File: src/rtl/nexys_starship_ssd_scan.sv
// Multiplexed N-digit seven-segment scanner: shared active-low cathodes, per-digit
// blank/dp/blink, PWM brightness and frame-synchronous double-buffered values.

module nexys_starship_ssd_digit (
    input  logic [3:0] nibble,
    input  logic       shown,
    input  logic       dp,
    input  logic       hidden,
    input  logic       duty_on,
    output logic       lit,
    output logic [7:0] seg
);
    logic [6:0] abcdefg;

    always_comb begin
        abcdefg = 7'b1111111;
        case (nibble)
            4'h0:    abcdefg = 7'b0000001;
            4'h1:    abcdefg = 7'b1001111;
            4'h2:    abcdefg = 7'b0010010;
            4'h3:    abcdefg = 7'b0000110;
            4'h4:    abcdefg = 7'b1001100;
            4'h5:    abcdefg = 7'b0100100;
            4'h6:    abcdefg = 7'b0100000;
            4'h7:    abcdefg = 7'b0001111;
            4'h8:    abcdefg = 7'b0000000;
            4'h9:    abcdefg = 7'b0000100;
            4'hA:    abcdefg = 7'b0001000;
            4'hB:    abcdefg = 7'b1100000;
            4'hC:    abcdefg = 7'b0110001;
            4'hD:    abcdefg = 7'b1000010;
            4'hE:    abcdefg = 7'b0110000;
            4'hF:    abcdefg = 7'b0111000;
            default: abcdefg = 7'b1111111;
        endcase
    end

    assign seg = {abcdefg, ~dp};
    assign lit = shown & ~hidden & duty_on;
endmodule

module nexys_starship_ssd_scan #(
    parameter int N_DIGITS   = 8,
    parameter int PRESCALE_W = 14,
    parameter int BLINK_W    = 26
) (
    input  logic                  Clk,
    input  logic                  Reset,
    input  logic [4*N_DIGITS-1:0] digit_data,
    input  logic [N_DIGITS-1:0]   digit_en,
    input  logic [N_DIGITS-1:0]   dp_en,
    input  logic [N_DIGITS-1:0]   blink_mask,
    input  logic [3:0]            brightness,
    input  logic                  load,
    output logic                  upd_pending,
    output logic                  frame_start,
    output logic [N_DIGITS-1:0]   anodes_n,
    output logic [7:0]            cathodes_n
);
    localparam int IDX_W = (N_DIGITS > 1) ? $clog2(N_DIGITS) : 1;
    localparam logic [IDX_W-1:0] LAST_IDX = IDX_W'(N_DIGITS - 1);

    typedef struct packed {
        logic [N_DIGITS-1:0][3:0] data;
        logic [N_DIGITS-1:0]      en;
        logic [N_DIGITS-1:0]      dp;
        logic [N_DIGITS-1:0]      blink;
        logic [3:0]               bright;
    } disp_set_t;

    logic [PRESCALE_W-1:0]      prescale;
    logic [IDX_W-1:0]           digit_idx;
    logic [BLINK_W-1:0]         blink_cnt;
    disp_set_t                  in_set, stg_set, act_set;
    logic                       frame_end, blink_off, duty_on;
    logic [N_DIGITS-1:0]        digit_lit;
    logic [N_DIGITS-1:0][7:0]   digit_seg;

    assign in_set = '{data: digit_data, en: digit_en, dp: dp_en,
                      blink: blink_mask, bright: brightness};

    assign frame_end = (&prescale) && (digit_idx == LAST_IDX);
    assign blink_off = blink_cnt[BLINK_W-1];
    assign duty_on   = prescale[PRESCALE_W-1 -: 4] <= act_set.bright;

    always_ff @(posedge Clk or negedge Reset) begin
        if (!Reset) begin
            prescale  <= '0;
            digit_idx <= '0;
            blink_cnt <= '0;
        end else begin
            prescale  <= prescale + 1'b1;
            blink_cnt <= blink_cnt + 1'b1;
            if (&prescale)
                digit_idx <= (digit_idx == LAST_IDX) ? '0 : digit_idx + 1'b1;
        end
    end

    // A load landing on the boundary cycle goes straight to the active set,
    // otherwise staged values wait for the next boundary so a frame never tears.
    always_ff @(posedge Clk or negedge Reset) begin
        if (!Reset) begin
            stg_set     <= '0;
            act_set     <= '0;
            upd_pending <= 1'b0;
        end else if (load && frame_end) begin
            act_set     <= in_set;
            upd_pending <= 1'b0;
        end else if (load) begin
            stg_set     <= in_set;
            upd_pending <= 1'b1;
        end else if (frame_end && upd_pending) begin
            act_set     <= stg_set;
            upd_pending <= 1'b0;
        end
    end

    for (genvar g = 0; g < N_DIGITS; g++) begin : g_digit
        nexys_starship_ssd_digit u_digit (
            .nibble  (act_set.data[g]),
            .shown   (act_set.en[g]),
            .dp      (act_set.dp[g]),
            .hidden  (blink_off & act_set.blink[g]),
            .duty_on (duty_on),
            .lit     (digit_lit[g]),
            .seg     (digit_seg[g])
        );
    end

    // Prescaler zero is the first cycle of a slot; keeping it dark hides the
    // anode/cathode switchover and stops the previous digit ghosting.
    always_ff @(posedge Clk or negedge Reset) begin
        if (!Reset) begin
            anodes_n    <= '1;
            cathodes_n  <= 8'hFF;
            frame_start <= 1'b0;
        end else begin
            frame_start <= frame_end;
            if ((prescale != '0) && digit_lit[digit_idx]) begin
                anodes_n   <= ~(N_DIGITS'(1) << digit_idx);
                cathodes_n <= digit_seg[digit_idx];
            end else begin
                anodes_n   <= '1;
                cathodes_n <= 8'hFF;
            end
        end
    end
endmodule

File: config.mk
export PLATFORM = sky130hd
export DESIGN_NAME = nexys_starship_ssd_scan
export DESIGN_NICKNAME = d
export VERILOG_FILES = /design/src/rtl/nexys_starship_ssd_scan.sv
export SDC_FILE = /design/constraint.sdc
export NUM_CORES = 1
export LEC_CHECK = 0
export CORE_UTILIZATION = 30
export DETAILED_ROUTE_END_ITERATION = 16
export PLACE_DENSITY = 0.52
export SETUP_SLACK_MARGIN = 0.4
export SLEW_MARGIN = 20
export SYNTH_ARGS = -nofsm -noshare
export SYNTH_HDL_FRONTEND = slang
export SYNTH_SLANG_ARGS = --single-unit
export TNS_END_PERCENT = 100
File: constraint.sdc
create_clock -name Clk -period 4.3 [get_ports Clk]
set_input_delay 0.86 -clock Clk [delete_from_list [all_inputs] [get_ports Clk]]
set_output_delay 0.86 -clock Clk [all_outputs]
set_load 0.05 [all_outputs]
==> flow_summary.json <==
{
  "status": "completed",
  "synth_ff_type": "dfrtp_1",
  "p_comb_share_pct": 12.2,
  "die_w_um": 188,
  "dr.first_iter.drc_count": 434,
  "slew_headroom_pct": 38.6,
  "tritoncts": "built",
  "antenna_found_initial": 0,
  "grt_start_max_net_pins": 84,
  "wl_per_cell_um": 17.1,
  "worst_pin_slew_ns": 0.921,
  "htree_levels": 4,
  "n_fill_cell": 3373,
  "clock_latency_ns": 0.44,
  "track_usage_pct": 14.7,
  "drc": 0,
  "cts_setup_buffers": 0,
  "synth.largest_area_cell": "dfrtp_1",
  "crit_path_end_kind": "flop",
  "fmax_mhz": 363,
  "clockBufferDepth": 2,
  "ys_seq_elements": 181,
  "final_area_um2": 12200,
  "synth_fp_nets": 1090,
  "die_area_um2": 35500,
  "power_leakage_nw": 5.15,
  "numCtsBuffers": 17,
  "start_kind": "flop",
  "place_congestion": 0.794,
  "synth_area_per_cell_um2": 10.8,
  "vias": 7386,
  "arrival_ns": 3.12,
  "seqCellArea_um2": 4550,
  "cts_sinks": 181,
  "min_path_type": "flop to flop",
  "synth_area_um2": 10400,
  "skew_ns": 0.0116,
  "place_area_um2": 11600,
  "clkPwrFrac_pct": 40.1,
  "drtPass1Iterations": 4,
  "ctsHoldBuffers": 0,
  "setup_viol": 0,
  "crit_fanout": 38,
  "period_share_pct": 64.0,
  "rows": 67,
  "setup_tns_ns": 0,
  "cts_resized": 0,
  "synth_cells": 966,
  "root_buffer": "clkbuf_16",
  "fp.dieH_um": 188,
  "clk_pin_slew_worst_paths_ns": 0.07,
  "final_nets": 1131,
  "async_flop_share_pct": 100,
  "multi_input_area_um2": 5430,
  "io_buffer_count": 80,
  "grt-ovfl-total": 0,
  "drive_above_1_share_pct": 15.3,
  "yosys.area.top_type_share_pct": 39.6,
  "setup_slack_ns": 1.55,
  "place_ws_ns": 1.53,
  "yosysSeqAreaShare_pct": 43.6,
  "grt_setup_unrepaired": "false",
  "yosys-top-cells-count": "dfrtp_1 (165), a21oi_1 (80), mux2_2 (76)",
  "initial_core_util_pct": 30.8,
  "internal_power_mw": 2.91,
  "netSwitchingFraction_pct": 26.1,
  "area_growth_syn_to_layout_pct": 16.9,
  "n_antenna_cell": 0,
  "routed_wl_mm": 25.1,
  "ios": 81,
  "core_area_um2": 33900,
  "post-dp-hpwl_mm": 17.1,
  "grt_pass1_vias": 7350,
  "grt_pass1_wl_mm": 41.7,
  "yosys.cell_types.count": 60,
  "yosysWarnings": 0,
  "path_class": "flop to flop",
  "power_density_nw_per_um2": 323,
  "vdd_drop_max_v": 0.000269,
  "yosys-top-cells-area": "dfrtp_1 (40%), mux2_2 (8.2%), ha_1 (7.3%)",
  "maxCapViolCount": 0,
  "vias_per_cell": 5.03,
  "synth_edf_count": 0,
  "yosysMostFrequentCell": "dfrtp_1",
  "cp.required_ns": 4.66,
  "slew_viol_final": 0,
  "p_seq_share_pct": 47.7,
  "hold_violations": 0,
  "period_minus_slack_ns": 2.75,
  "drtAntennaViolNets": 0,
  "switching_power_mw": 1.02
}
## layout by cell type (no fill, tap or decap), types with 8 or more instances in the layout
cell type	n
dfstp_2	16
mux2i_1	17
o21ai_0	19
inv_1	37
mux4_2	10
nand4_1	9
nor2_1	28
and3_1	11
a21oi_1	80
ha_1	61
nor2b_1	20
clkdlybuf4s50_1	78
o2bb2ai_1	60
nand2_1	51
xnor2_1	28
nor3_1	14
and3b_1	58
buf_4	12
mux2_2	76
nand2b_1	8
clkbuf_16	17
nand3_1	26
xor2_1	8
dfrtp_1	165
o211ai_1	8
## critical path: stages, from the launching register on
cell and delay [ns]:
dfrtp_1 0.73, ha_1 0.46, nand4_4 0.12, buf_4 0.30
inv_2 0.12, o21ai_4 0.25, buf_4 0.49, o2bb2ai_1 0.17
## logic make-up after synthesis
family	after synthesis	share of synthesized area, %
flops	181	43.6
xor+xnor	36	3.02
simple gates	248	14.3
mux	109	12.6
fa+ha+maj	61	7.32
buf+inv	110	4.42
compound gates	221	14.6
## stage by stage
stage               total power [mW]  cells  hold WS, ns  util, %
floorplan                       2.20    966        0.430        -
global placement                2.39   1436        0.446     34.3
detailed placement              2.39   1436        0.455     34.3
CTS                             3.99   1468        0.468     36.0
global route                    4.12   1468        0.482     36.0
finish                          3.93   1468        0.459     36.0
## layout make-up
type | instances | area share [%]
clock buffer | 22 | 3.89
clock inverter | 10 | 0.954
inverter | 39 | 1.20
multi-input combinational | 675 | 44.5
sequential | 181 | 37.3
tap | 448 | 4.60
timing repair buffer | 93 | 7.56
## path summary, 6_finish.rpt
| check | from | end | depth (start not counted) | slack (ns) |
|---|---|---|---|---|
| max in group asynchronous | Reset | blink_cnt[2]$_DFF_PN0_ | 2 | 2.88 |
| hold / removal | prescale[0]$_DFF_PN0_ | prescale[0]$_DFF_PN0_ | 1 | 0.46 |
| hold reg to reg | prescale[0]$_DFF_PN0_ | prescale[0]$_DFF_PN0_ | 1 | 0.46 |
| min in group asynchronous | Reset | stg_set[32]$_DFFE_PN0P_ | 1 | 0.47 |
| setup reg to reg | digit_idx[2]$_DFFE_PN0N_ | act_set[16]$_DFFE_PN0P_ | 7 | 1.55 |
| setup / recovery | digit_idx[2]$_DFFE_PN0N_ | act_set[16]$_DFFE_PN0P_ | 7 | 1.55 |
## state kept, by name (all words and copies together), names as in the netlist
register     flops
act_set         60
anodes_n         8
blink_cnt       26
cathodes_n       8
digit_idx        3
frame_start      1
prescale        14
stg_set         60
upd_pending      1
## layer usage
| metal | track usage [%] | wire length (µm) |
|---|---|---|
| met5 | 0 | 0 |
| met4 | 3.85 | 239 |
| met3 | 2.91 | 745 |
| met2 | 21.9 | 11100 |
| met1 | 21.6 | 13000 |
## power groups by stage
stage	Clock, mW	Combinational [mW]	Sequential, mW
floorplan	0	0.314	1.88
global placement	0	0.481	1.90
detailed placement	0	0.486	1.91
CTS	1.62	0.489	1.88
global route	1.69	0.536	1.89
finish	1.58	0.479	1.88
No activity file was read; power rests on OpenSTA's default activity.
